[src/rtl/instr_encoder_pkg.sv]
// Shared definitions for the RV32I instruction encoder: opcodes, formats,
// error codes, FSM encoding and an immediate range helper.
package instr_encoder_pkg;

  localparam logic [6:0] OP_R      = 7'b0110011;
  localparam logic [6:0] OP_I      = 7'b0010011;
  localparam logic [6:0] OP_LOAD   = 7'b0000011;
  localparam logic [6:0] OP_STORE  = 7'b0100011;
  localparam logic [6:0] OP_BRANCH = 7'b1100011;
  localparam logic [6:0] OP_JAL    = 7'b1101111;
  localparam logic [6:0] OP_JALR   = 7'b1100111;
  localparam logic [6:0] OP_LUI    = 7'b0110111;
  localparam logic [6:0] OP_AUIPC  = 7'b0010111;

  localparam logic [1:0] ERR_NONE  = 2'd0;
  localparam logic [1:0] ERR_OP    = 2'd1;
  localparam logic [1:0] ERR_RANGE = 2'd2;
  localparam logic [1:0] ERR_ALIGN = 2'd3;

  typedef enum logic [2:0] {FMT_R, FMT_I, FMT_S, FMT_B, FMT_U, FMT_J} fmt_e;

  typedef enum logic [1:0] {ST_IDLE, ST_RUN, ST_FULL} state_e;

  // True when v is the sign extension of its low 'bits' bits.
  function automatic logic fits_signed(input logic [31:0] v, input int unsigned bits);
    logic signed [31:0] hi;
    hi = $signed(v) >>> (bits - 1);
    return (hi == 32'sd0) || (hi == -32'sd1);
  endfunction

endpackage

[src/rtl/instr_pack.sv]
// Combinational field packer: decoded fields -> 32-bit RV32I word plus a
// beat error code (bad opcode, immediate out of range, misaligned target).
module instr_pack
  import instr_encoder_pkg::*;
(
  input  logic [6:0]  op,
  input  logic [2:0]  funct3,
  input  logic        funct7b5,
  input  logic [4:0]  rd,
  input  logic [4:0]  rs1,
  input  logic [4:0]  rs2,
  input  logic [31:0] imm,
  output logic [31:0] wdata,
  output logic [1:0]  err_code
);

  fmt_e fmt;
  logic op_ok;
  logic is_shift;

  always_comb begin
    fmt   = FMT_R;
    op_ok = 1'b1;
    case (op)
      OP_R:                   fmt = FMT_R;
      OP_I, OP_LOAD, OP_JALR: fmt = FMT_I;
      OP_STORE:               fmt = FMT_S;
      OP_BRANCH:              fmt = FMT_B;
      OP_JAL:                 fmt = FMT_J;
      OP_LUI, OP_AUIPC:       fmt = FMT_U;
      default:                op_ok = 1'b0;
    endcase
  end

  // slli/srli/srai: funct3 001 or 101 on the I-ALU opcode
  assign is_shift = (op == OP_I) && (funct3[1:0] == 2'b01);

  // A branch/jump that is both out of range and odd reports the range error.
  always_comb begin
    wdata    = '0;
    err_code = ERR_NONE;
    case (fmt)
      FMT_R: wdata = {1'b0, funct7b5, 5'b0, rs2, rs1, funct3, rd, op};
      FMT_I: begin
        if (is_shift) begin
          wdata = {1'b0, funct7b5, 5'b0, imm[4:0], rs1, funct3, rd, op};
          if (imm[31:5] != '0) err_code = ERR_RANGE;
        end else begin
          wdata = {imm[11:0], rs1, funct3, rd, op};
          if (!fits_signed(imm, 12)) err_code = ERR_RANGE;
        end
      end
      FMT_S: begin
        wdata = {imm[11:5], rs2, rs1, funct3, imm[4:0], op};
        if (!fits_signed(imm, 12)) err_code = ERR_RANGE;
      end
      FMT_B: begin
        wdata = {imm[12], imm[10:5], rs2, rs1, funct3, imm[4:1], imm[11], op};
        if (!fits_signed(imm, 13)) err_code = ERR_RANGE;
        else if (imm[0])           err_code = ERR_ALIGN;
      end
      FMT_J: begin
        wdata = {imm[20], imm[10:1], imm[11], imm[19:12], rd, op};
        if (!fits_signed(imm, 21)) err_code = ERR_RANGE;
        else if (imm[0])           err_code = ERR_ALIGN;
      end
      FMT_U: begin
        wdata = {imm[31:12], rd, op};
        if (imm[11:0] != '0) err_code = ERR_RANGE;
      end
      default: wdata = '0;
    endcase
    if (!op_ok) err_code = ERR_OP;
  end

endmodule

[src/rtl/instr_encoder.sv]
// Program loader: accepts decoded instruction beats, encodes them and writes
// them sequentially into instruction memory starting at BASE.
module instr_encoder
  import instr_encoder_pkg::*;
#(
  parameter int AW   = 8,
  parameter int BASE = 0
) (
  input  logic          clk,
  input  logic          reset_n,
  input  logic          start,
  input  logic          in_valid,
  output logic          in_ready,
  input  logic          in_last,
  input  logic [6:0]    op,
  input  logic [2:0]    funct3,
  input  logic          funct7b5,
  input  logic [4:0]    rd,
  input  logic [4:0]    rs1,
  input  logic [4:0]    rs2,
  input  logic [31:0]   imm,
  output logic          imem_we,
  output logic [AW-1:0] imem_addr,
  output logic [31:0]   imem_wdata,
  output logic          busy,
  output logic          done,
  output logic          err,
  output logic [1:0]    err_code,
  output logic [AW:0]   count,
  output state_e        dbg_state
);

  localparam logic [AW:0]   DEPTH  = {1'b1, {AW{1'b0}}};
  localparam logic [AW-1:0] BASE_A = AW'(BASE);

  state_e      state;
  logic [31:0] pk_wdata;
  logic [1:0]  pk_err;
  logic [1:0]  beat_err;
  logic        beat_good;
  logic        accept;
  logic [AW:0] count_inc;

  instr_pack u_pack (
    .op       (op),
    .funct3   (funct3),
    .funct7b5 (funct7b5),
    .rd       (rd),
    .rs1      (rs1),
    .rs2      (rs2),
    .imm      (imm),
    .wdata    (pk_wdata),
    .err_code (pk_err)
  );

  // Handshake: a beat transfers when in_valid && in_ready in a cycle without
  // start; in_ready depends only on state, and every transferred beat is
  // consumed (written or rejected) -- there is no backpressure inside a session.
  assign in_ready  = (state == ST_RUN) || (state == ST_FULL);
  assign accept    = in_valid && in_ready && !start;
  assign busy      = (state != ST_IDLE);
  assign dbg_state = state;
  assign beat_err  = (state == ST_FULL) ? ERR_RANGE : pk_err;
  assign beat_good = (beat_err == ERR_NONE);
  assign count_inc = count + 1'b1;

  always_ff @(posedge clk or negedge reset_n) begin
    if (!reset_n) begin
      state      <= ST_IDLE;
      imem_we    <= 1'b0;
      imem_addr  <= BASE_A;
      imem_wdata <= '0;
      done       <= 1'b0;
      err        <= 1'b0;
      err_code   <= ERR_NONE;
      count      <= '0;
    end else begin
      imem_we <= 1'b0;
      done    <= 1'b0;
      if (start) begin
        state     <= ST_RUN;
        count     <= '0;
        err       <= 1'b0;
        err_code  <= ERR_NONE;
        imem_addr <= BASE_A;
      end else if (accept) begin
        if (beat_good) begin
          imem_we    <= 1'b1;
          imem_addr  <= BASE_A + count[AW-1:0];
          imem_wdata <= pk_wdata;
          count      <= count_inc;
        end else begin
          err <= 1'b1;
          if (!err) err_code <= beat_err;
        end
        if (in_last) begin
          state <= ST_IDLE;
          done  <= 1'b1;
        end else if (beat_good && count_inc == DEPTH) begin
          state <= ST_FULL;
        end
      end
    end
  end

endmodule

[config.mk]
export PLATFORM = sky130hd
export DESIGN_NAME = instr_encoder
export DESIGN_NICKNAME = d
export VERILOG_FILES = /design/src/rtl/instr_encoder_pkg.sv /design/src/rtl/instr_pack.sv /design/src/rtl/instr_encoder.sv
export SDC_FILE = /design/constraint.sdc
export NUM_CORES = 1
export LEC_CHECK = 0
export ABC_AREA = 1
export BUFFER_PORTS_ARGS = -buffer_cell sky130_fd_sc_hd__buf_2
export CORE_AREA = 2 2 87 89
export DETAILED_ROUTE_END_ITERATION = 12
export DIE_AREA = 0 0 89 91
export PLACE_DENSITY = 0.8
export SETUP_SLACK_MARGIN = 0.5
export SYNTH_ARGS = -nofsm -noshare
export SYNTH_HDL_FRONTEND = slang
export SYNTH_SLANG_ARGS = --single-unit
[constraint.sdc]
create_clock -name clk -period 2.3 [get_ports clk]
set_input_delay 0.23 -clock clk [delete_from_list [all_inputs] [get_ports clk]]
set_output_delay 0.23 -clock clk [all_outputs]
set_load 0.02 [all_outputs]
; ---- Word-level counts from Yosys, hierarchy flattened
; Index checks and enable logic that the tools add are counted.
[op_classes]
n_reduce_logical = 28
n_bitwise = 1
n_eq_ne = 23
n_addsub = 1
mux = 37
[ops]
columns = cell, count
row1 = 32-bit case mux with 6 select lines, 1
row2 = 32-bit logical NOT, 3
row3 = 2-bit 2-to-1 mux, 17
row4 = 32-bit 2-to-1 mux, 1
row5 = 9-bit 2-to-1 mux, 3
row6 = 27-bit nonzero test, 1
row7 = 8-bit 2-to-1 mux, 3
row8 = "21-bit by 1-bit == test with 1-bit output, second input constant", 1
row9 = "7-bit by 6-bit == test with 1-bit output, second input constant", 3
row10 = "7-bit == test, second input constant", 3
row11 = "20-bit by 1-bit == test with 1-bit output, second input constant", 1
row12 = 3-bit case mux with 5 select lines, 1
row13 = "7-bit by 5-bit == test with 1-bit output, second input constant", 2
row14 = "12-bit by 1-bit == test with 1-bit output, second input constant", 1
row15 = 12-bit nonzero test, 1
row16 = 1-bit 2-to-1 mux, 10
row17 = 2-bit case mux with 5 select lines, 1
row18 = "9-bit by 1-bit adder with 9-bit output, second input constant", 1
row19 = "9-bit == test, second input constant", 1
row20 = 9-bit OR reduction, 1
row21 = "7-bit by 2-bit == test with 1-bit output, second input constant", 1
row22 = "3-bit by 2-bit == test with 1-bit output, second input constant", 2
row23 = "3-bit == test, second input constant", 2
row24 = 2-bit AND reduction, 3
row25 = other kinds (15), 26
[word_totals]
regBits = 56
output_inout_bits = 58
in_bits = 63
word_cells = 98

; ---- Logic depth before layout (Yosys ltp)
; Gate-level depths: netlist of the first run.
[logic_depth]
ltp_word = 13
ltp_mapped = 15
depth_no_buf = 14

; ---- Cells and area by module
; From an unflattened synthesis of the first run, not the netlist that was laid out.
[hier_totals]
hier_cells = 496
area_unflattened_um2 = 3507.1
[modules_own_cells]
columns = module, area_each_um2, seq_area_each_um2, cells_each, instances
row1 = instr_encoder, 2449.8, 1401.3, 275, 1
row2 = instr_pack, 1057.3, 0.0, 221, 1

; ---- Least setup slack after synthesis of the first run
; Ideal clock, no wire load.
[synth_timing]
path_kind = register to register
from = register state[0], in the netlist dbg_state[0]
to = register imem_addr[5]
path_slack_ps = 158
period_less_slack_ps = 2142
setup_ps = 67
n_path_buf = 2
t_arrival_ps = 2076
stages_incl_launch_ff = 9
t_required_ps = 2233
cell_sequence = dfrtp_1 inv_1 ha_1 nand2_1 nor2_1 clkbuf_1 buf_1 nand4_1 nand2_1
[synth_between]
elab_chain_cells = 6
word_cells_on_any_way = 10
classes_between = 2 x eq/ne / 1 x mux / 7 x reduce/logical
[synth_rtl]
columns = item, line
row1 = "start, declared", instr_encoder.sv:36  ; state_e state;
row2 = "start signal, assigned", instr_encoder.sv:69  ; state <= ST_IDLE;
row3 = "start signal, assigned", instr_encoder.sv:81  ; state <= ST_RUN;
row4 = "start signal, assigned", instr_encoder.sv:97  ; state <= ST_IDLE;
row5 = 2-bit by 1-bit == test with 1-bit output or 2-bit == test (tied branches), instr_encoder.sv:59  ; assign in_ready = (state == ST_RUN) || (state == ST_FULL);
row6 = 1-bit logical OR (*), instr_encoder.sv:59
row7 = via in_ready, instr_encoder.sv:13  ; output logic in_ready,
row8 = 1-bit logical AND (*) (2 in series), instr_encoder.sv:60  ; assign accept = in_valid && in_ready && !start;
row9 = 2-bit nonzero test (no line) (*), n/a
row10 = 2-bit AND reduction (no line) (*), n/a
row11 = "end signal, assigned", instr_encoder.sv:89  ; imem_addr <= BASE_A + count[AW-1:0];
row12 = "end, declared", instr_encoder.sv:23  ; output logic [AW-1:0] imem_addr,
; The timed path passes the listed nets; every way through them passes the cells marked *.
; A chain may end at the register's enable or synchronous reset.

; ---- Worst setup path in the final report of the first run
[layout_timing]
from = register count[1]
to = register state[0], in the netlist dbg_state[0]
[layout_between]
elab_chain_cells = 5
[layout_rtl]
columns = item, line
row1 = "start, declared", instr_encoder.sv:29  ; output logic [AW:0] count,
row2 = "start signal, assigned", instr_encoder.sv:91  ; count <= count_inc;
row3 = 9-bit by 1-bit adder with 9-bit output, instr_encoder.sv:65  ; assign count_inc = count + 1'b1;
row4 = 9-bit == test, instr_encoder.sv:99  ; end else if (beat_good && count_inc == DEPTH) begin
row5 = 1-bit logical AND, instr_encoder.sv:99
row6 = 3-bit nonzero test (no line), n/a
row7 = 2-bit AND reduction (no line), n/a
row8 = "end signal, assigned", instr_encoder.sv:81
row9 = "end signal, assigned", instr_encoder.sv:97
row10 = "end signal, assigned", instr_encoder.sv:100  ; state <= ST_FULL;
; Every way passes these cells.

==> summary.txt, run 1 <==
GRT
  – Total grt overflow: 0
  – Global-route wire length before repair: 17.55 mm
  – Total GRT Usage: 0.2700
  – Vias in the first global route: 3814
  – Largest net degree at the start of global routing: 33
  – Initial antenna violation count: 0

Placed design
  – RePlAce Congestion: 1.002
  – Dpl cells: 725
  – Dpl cell area: 4357 um^2
  – Post-DP HPWL: 7.985 mm
  – IO Port Bufs: 120

Final layout
  – Layout cells sized above 1: 0.3098
  – Commonest non-fill, non-tap cell in the layout: nand2_1
  – P&R area growth vs syn: 32.12%
  – Fin cells: 751
  – Final Net Count: 718
  – Ant diodes: 0
  – Commonest cells after routing, fill and taps aside: nand2_1 (138), buf_2 (120), inv_1 (69)
  – Core Util, Final: 0.6657
  – Final Instance Area: 4751 um^2

Critical path
  – CP Class: flip-flop to flip-flop
  – Critical Path Start Type: flip-flop
  – Worst Path Max Fanout: 3
  – Critical Path End Type: flip-flop
  – Worst path arrival time: 2.14 ns
  – Req. time, crit path: 2.52 ns

Timing
  – Minimum clock period: 1.923 ns
  – Fmax: 519.9 MHz
  – Worst hold slack: 0.1613 ns
  – Final hold violation count: 0
  – Setup Total Neg Slack: 0 ns
  – Setup Viol. Count Final: 0
  – Worst Tran Pin Value: 0.4035 ns
  – Fin crit share: 0.8363
  – RSZ-0062 raised after global routing: yes
  – Rel. slew slack: 0.7310
  – Pins Over Slew Limit: 0
  – Clk_skew: 0.01157 ns

Logic synthesis
  – Register bit count reported by yosys: 56
  – Area of the mapped netlist: 3596 um^2
  – Share of flip-flops with an asynchronous set or reset: 1.000
  – Yosys cell types: 35
  – Post-Syn Area per Cell: 7.023 um^2
  – Area leader, netlist: dfrtp_1
  – Post-synth top area share: 0.3897
  – Post-synth EDFFs: 0
  – Cell count after synthesis: 512
  – Yosys warnings: 0
  – Syn_nets: 579
  – Most area-consuming cells after synthesis: dfrtp_1 (39%), nand2_1 (15%), inv_1 (7.7%), nand4_1 (7.7%), nor2_1 (6.3%)
  – Sequential area share after synthesis: 0.3897
  – Post-synth top flop: dfrtp_1

CTS
  – Clock net sink count: 56
  – Skew-Pair Late Insertion Delay: 0.32 ns
  – Max clock buf depth: 2
  – CTS Buf Count: 5
  – Clock slew at reported path FFs: 0.11 ns
  – CTS tree: built
  – H-tree depth: 2
  – Root buffer cell: clkbuf_8

Floorplanning
  – Num ports: 121
  – Die height: 91 um
  – Initial Util: 0.5039
  – Cell Rows: 31
  – CORE AREA: 7137 um^2
  – Die Area: 8099 um^2
  – Die Wd: 89 um

Route
  – Post-detailed-route wirelength per cell: 14.81 um
  – # DRC: 0
  – DR vias/cell: 5.341
  – Starting DRC count in detailed routing: 276
  – Final wirelength: 11.13 mm
  – Via Count: 4011
  – Router iterations before antenna repair: 5
  – Antenna Violating Nets Remaining: 0

Power and ir drop
  – Power per cell area: 505.9 nW/um^2
  – Max IR drop VDD: 299.4 uV
  – Leak Pwr: 2.682 nW

Status
  – Status: finished, final reports clean

Worst hold path
  – Hold WC Path Type: input port to flip-flop

Flow run
  – Max Cap Viol: 0
## synthesized netlist by cell type, types with 2 or more instances
cell type  instances
nor3_1             5
nand2_1          144
xor2_1             6
inv_2              3
a22oi_1            5
buf_2              7
buf_6              3
nand2_2            2
nor2_2             2
dfrtp_1           56
nor3_2             2
nand4_1           44
or2_1              2
a221oi_1           2
ha_1               4
o211a_1            2
clkbuf_1           6
a21oi_1            7
o22ai_1            2
mux2i_1            5
o21ai_0            4
inv_1             74
nor2_1            60
nand4_4            2
nand3_1           35
o21ai_1           18
buf_1              2
## layout make-up
type                       count  area [um^2]
inverter                      78        297.8
fill                         671         2386
clock buffer                   5        68.82
clock inverter                 3        22.52
multi-input combinational    359         1922
sequential                    56         1405
timing repair buffer         151        910.9
tap                           99        123.9
## metrics by stage
stage                     worst slack (ns)  total power [mW]
after floorplan                     0.5129             1.533
after global placement              0.2221             1.800
after detailed placement            0.1761             1.814
after CTS                           0.4699             2.386
after global routing                0.2420             2.545
final                               0.3765             2.403
## registers in the layout (all words and copies together), names as in the netlist
signal,count
done,1
imem_addr,8
imem_we,1
err_code,2
err,1
count,9
imem_wdata,32
dbg_state,2
## what timing repair did
action / CTS / global route
buffers inserted: 7 / 8
endpoints found under the setup margin: 11 / 50
pin swaps: 8 / 15
hold buffers: 1 / 0
endpoints found under the hold margin: 56 / 0
gates cloned: 0 / 2
gates resized for setup: 11 / 26
## where the power goes
part,leakage (nW),internal (mW),switching [mW]
Combinational,1.93,0.253,0.441
Sequential,0.700,1.09,0.0609
Clock,0.0485,0.219,0.342
## cells by family (layout without fill, tap and decap cells)
logic type | count (synthesis) | in the layout | synth area share
AOI/OAI and AO/OA | 42 | 42 | 0.06924
xor gates and xnor gates | 7 | 7 | 0.01705
adders and majority gates | 4 | 4 | 0.01392
buffers and inverters | 97 | 237 | 0.1110
DFF | 56 | 56 | 0.3897
muxes | 5 | 5 | 0.01392
and+or+nand+nor | 301 | 301 | 0.3852
## worst paths after layout
check	from	to	slack, ns	cells past startpoint
worst min-delay path	in_last	done$_DFF_PN0_	0.16	3
min in group asynchronous	reset_n	done$_DFF_PN0_	0.22	2
worst min register to register	imem_wdata[0]$_DFFE_PN0P_	imem_wdata[0]$_DFFE_PN0P_	0.48	2
worst max-delay path	count[1]$_DFFE_PN0P_	dbg_state[0]$_DFFE_PN0P_	0.38	9
worst max register to register	count[1]$_DFFE_PN0P_	dbg_state[0]$_DFFE_PN0P_	0.38	9
max in group asynchronous	reset_n	count[1]$_DFFE_PN0P_	1.49	3
## worst max-delay path, cell delays in order (launching register included)
cell and delay [ns]:
dfrtp_2 0.42, ha_4 0.17, nand3_2 0.13, nor3_2 0.23
xor2_1 0.27, nand4_1 0.16, nor2_2 0.15, nand4_1 0.14
nand3_1 0.10, nand2_1 0.05
## per-layer routing
layer,wire length (um),part of all wire,vias up,global-route usage
met5,0,0,-,0
met4,278,0.025,0,0.07338
met3,855,0.077,33,0.05000
met2,5287,0.48,207,0.4322
met1,4704,0.42,1838,0.3734
li1,-,-,1933,-
Note: power is estimated with default switching activity, not from simulation.
==> run 2, diff against run 1 <==
--- a/config.mk
+++ b/config.mk
@@ -7,10 +7,10 @@
 export LEC_CHECK = 0
 export ABC_AREA = 1
 export BUFFER_PORTS_ARGS = -buffer_cell sky130_fd_sc_hd__buf_2
-export CORE_AREA = 2 2 87 89
+export CORE_AREA = 2 2 92 94
 export DETAILED_ROUTE_END_ITERATION = 12
-export DIE_AREA = 0 0 89 91
-export PLACE_DENSITY = 0.8
+export DIE_AREA = 0 0 94 96
+export PLACE_DENSITY = 0.75
 export SETUP_SLACK_MARGIN = 0.5
 export SYNTH_ARGS = -nofsm -noshare
 export SYNTH_HDL_FRONTEND = slang
==> constraint.sdc (replaced) <==
create_clock -name clk -period 1.6 [get_ports clk]
set_input_delay 0.16 -clock clk [delete_from_list [all_inputs] [get_ports clk]]
set_output_delay 0.16 -clock clk [all_outputs]
set_load 0.02 [all_outputs]
==> summary.txt, run 2 (synthesis gave the netlist of run 1 again) <==
Route
  – # DRC: 0 (unchanged)
  – Antenna Violating Nets Remaining: 0 (unchanged)
  – Post-detailed-route wirelength per cell: 14.41 um (-2.7%)
  – Via Count: 4236 (+5.6%)
  – Router iterations before antenna repair: 4 (-1)
  – DR vias/cell: 5.128 (-4.0%)
  – Final wirelength: 11.91 mm (+7.0%)
  – Starting DRC count in detailed routing: 234 (-15%)

Final layout
  – Most flops, register: imem_wdata
  – Layout cells sized above 1: 0.3939 (+0.08408)
  – Commonest non-fill, non-tap cell in the layout: nand2_1
  – Max FFs per register: 32 (unchanged)
  – Ant diodes: 0 (unchanged)
  – Core Util, Final: 0.6923 (+0.02664)
  – P&R area growth vs syn: 55.01%
  – Final Net Count: 787 (+9.6%)
  – Largest registers: imem_wdata (32), count (9), imem_addr (8)
  – FILL cells: 675 (+0.60%)
  – Commonest cells after routing, fill and taps aside: nand2_1 (137), buf_2 (107), buf_4 (78)
  – Final Instance Area: 5574 um^2 (+17%)

Critical path
  – Crit-path max cell delay: 0.41 ns (about the same)
  – Cells along the critical path: ha_2 > nand3_2 > inv_1 > nand3_1 > xor2_2 > nand4_1 > nor2_1 > nand4_1 > nand3_1 > nand2_1
  – Req. time, crit path: 1.81 ns (-0.71 ns)
  – Worst path arrival time: 2.07 ns (-0.07 ns)
  – Critical Path Start Type: flip-flop
  – Crit-path slowest cell: dfrtp_2
  – Critical Path End Type: flip-flop
  – CP Class: flip-flop to flip-flop
  – Worst Path Max Fanout: 3 (unchanged)
  – R2r worst-path depth: 10 (+1)

Floorplanning
  – Die Area: 9024 um^2 (+11%)
  – Die Wd: 94 um (+5.6%)
  – Cell Rows: 33 (+6.5%)
  – Num ports: 121 (unchanged)
  – Die height: 96 um (+5.5%)
  – Initial Util: 0.4466 (-0.05724)
  – CORE AREA: 8051 um^2 (+13%)

Flow run
  – Max Cap Viol: 0 (unchanged)

CTS
  – CTS Buf Count: 5 (unchanged)
  – CTS tree: built
  – H-tree depth: 2 (unchanged)
  – Skew-Pair Late Insertion Delay: 0.32 ns (about the same)
  – Clock net sink count: 56 (unchanged)
  – Clock slew at reported path FFs: 0.11 ns (about the same)
  – Max clock buf depth: 2 (unchanged)
  – Root buffer cell: clkbuf_8

GRT
  – Met3 usage: 0.04150 (-0.008496)
  – Total GRT Usage: 0.2585 (-0.01155)
  – Total grt overflow: 0 (unchanged)
  – Most Used Layer, Global Route: met2
  – Global-route wire length before repair: 18.42 mm (+5.0%)
  – Vias in the first global route: 3951 (+3.6%)
  – Largest net degree at the start of global routing: 30 (-9.1%)
  – M1 GR Usage: 0.3057 (-0.06768)
  – Initial antenna violation count: 0 (unchanged)
  – Met2 Use GR: 0.4923 (+0.06005)

Timing
  – RSZ-0062 raised after global routing: yes
  – Worst Tran Pin Value: 0.5040 ns (+0.1005 ns)
  – Minimum clock period: 1.864 ns (-0.05948 ns)
  – Setup slack after layout: -0.2640 ns (-0.6405 ns)
  – Final hold violation count: 0 (unchanged)
  – Setup Viol. Count Final: 55 (+55)
  – Rel. slew slack: 0.6640 (-0.06700)
  – Clk_skew: 0.01449 ns (+0.002921 ns)
  – Fin crit share: 1.165 (+0.3287)
  – Fmax: 536.5 MHz (+3.2%)
  – Pins Over Slew Limit: 0 (unchanged)

Placed design
  – Dpl cell area: 4945 um^2 (+13%)
  – IO Port Bufs: 120 (unchanged)
  – Post-DP HPWL: 8.546 mm (+7.0%)
  – RePlAce Congestion: 0.9580 (-4.4%)

Power and ir drop
  – Leak Pwr: 3.079 nW (+15%)
  – Power per cell area: 694.7 nW/um^2 (+37%)
  – Max IR drop VDD: 448.2 uV (+50%)

Status
  – Status: complete, but fails checks
  – Failing checks: setup timing

Worst hold path
  – Hold Crit Depth: 3 (unchanged)
  – Hold WC Path Type: input port to flip-flop
## run 2: cell count changes in the layout (fill, tap and decap cells not counted), sizes merged
cell    previous run  this run
clkinv             3         1
clkbuf             7         9
bufinv             0         2
buf              148       216
inv               78        77
## run 2: what timing repair did
action | in CTS | in global routing
setup endpoints to repair | 68 | 70
gates cloned | 2 | 1
buffers inserted | 7 | 6
hold buffers | 1 | 0
hold endpoints to repair | 18 | 0
gates resized for setup | 52 | 27
pin swaps | 6 | 6
## run 2: worst paths after layout
path,from,endpoint,slack (ns)
worst max register to register,count[0]$_DFFE_PN0P_,dbg_state[0]$_DFFE_PN0P_,-0.26
worst min register to register,imem_wdata[0]$_DFFE_PN0P_,imem_wdata[0]$_DFFE_PN0P_,0.48
worst min-delay path,in_last,done$_DFF_PN0_,0.08
min in group asynchronous,reset_n,err_code[1]$_DFFE_PN0P_,0.33
max in group asynchronous,reset_n,imem_wdata[30]$_DFFE_PN0P_,0.70
worst max-delay path,count[0]$_DFFE_PN0P_,dbg_state[0]$_DFFE_PN0P_,-0.26
## run 2: power by group
| group | total, mW | internal [mW] | switching [mW] |
|---|---|---|---|
| clock | 1.11 | 0.626 | 0.479 |
| combinational | 1.11 | 0.450 | 0.664 |
| sequential | 1.65 | 1.56 | 0.0892 |
## run 2: per-stage QoR
step                      total power, mW  hold slack, ns  setup WS [ns]  TNS [ns]  std cells
after global routing                4.081         0.07722        -0.4086    -13.26        826
after floorplan                     2.216         -0.1356        -0.1073    -1.005        512
after detailed placement            2.715          0.1510        -0.3531    -16.67        801
after CTS                           3.853         0.06627        -0.1935    -6.764        819
after global placement              2.690          0.1488        -0.3122    -15.13        801
final                               3.873         0.07704        -0.2640    -8.735        826
## run 2: worst max-delay path: cells and delay by family (launching register included)
kind | cells | cell delay, ns
adders and majority gates | 1 | 0.19
buffers and inverters | 1 | 0.11
DFF | 1 | 0.41
xor gates and xnor gates | 1 | 0.19
and+or+nand+nor | 7 | 0.84
## run 2: metal layers
layer	vias to the layer above	share of wire
li1	2066	-
met1	2024	0.40
met2	130	0.54
met3	16	0.050
met4	0	0.013
met5	-	0
## run 2: final cells by class
class / count / area [um^2] / share of cell area
Inverter: 78 / 302.8 / 0.05432
Clock buffer: 6 / 72.57 / 0.01302
Multi-Input combinational cell: 359 / 2001 / 0.3589
Clock inverter: 2 / 60.06 / 0.01077
Sequential cell: 56 / 1408 / 0.2525
Tap cell: 105 / 131.4 / 0.02357
Timing Repair Buffer: 220 / 1599 / 0.2869
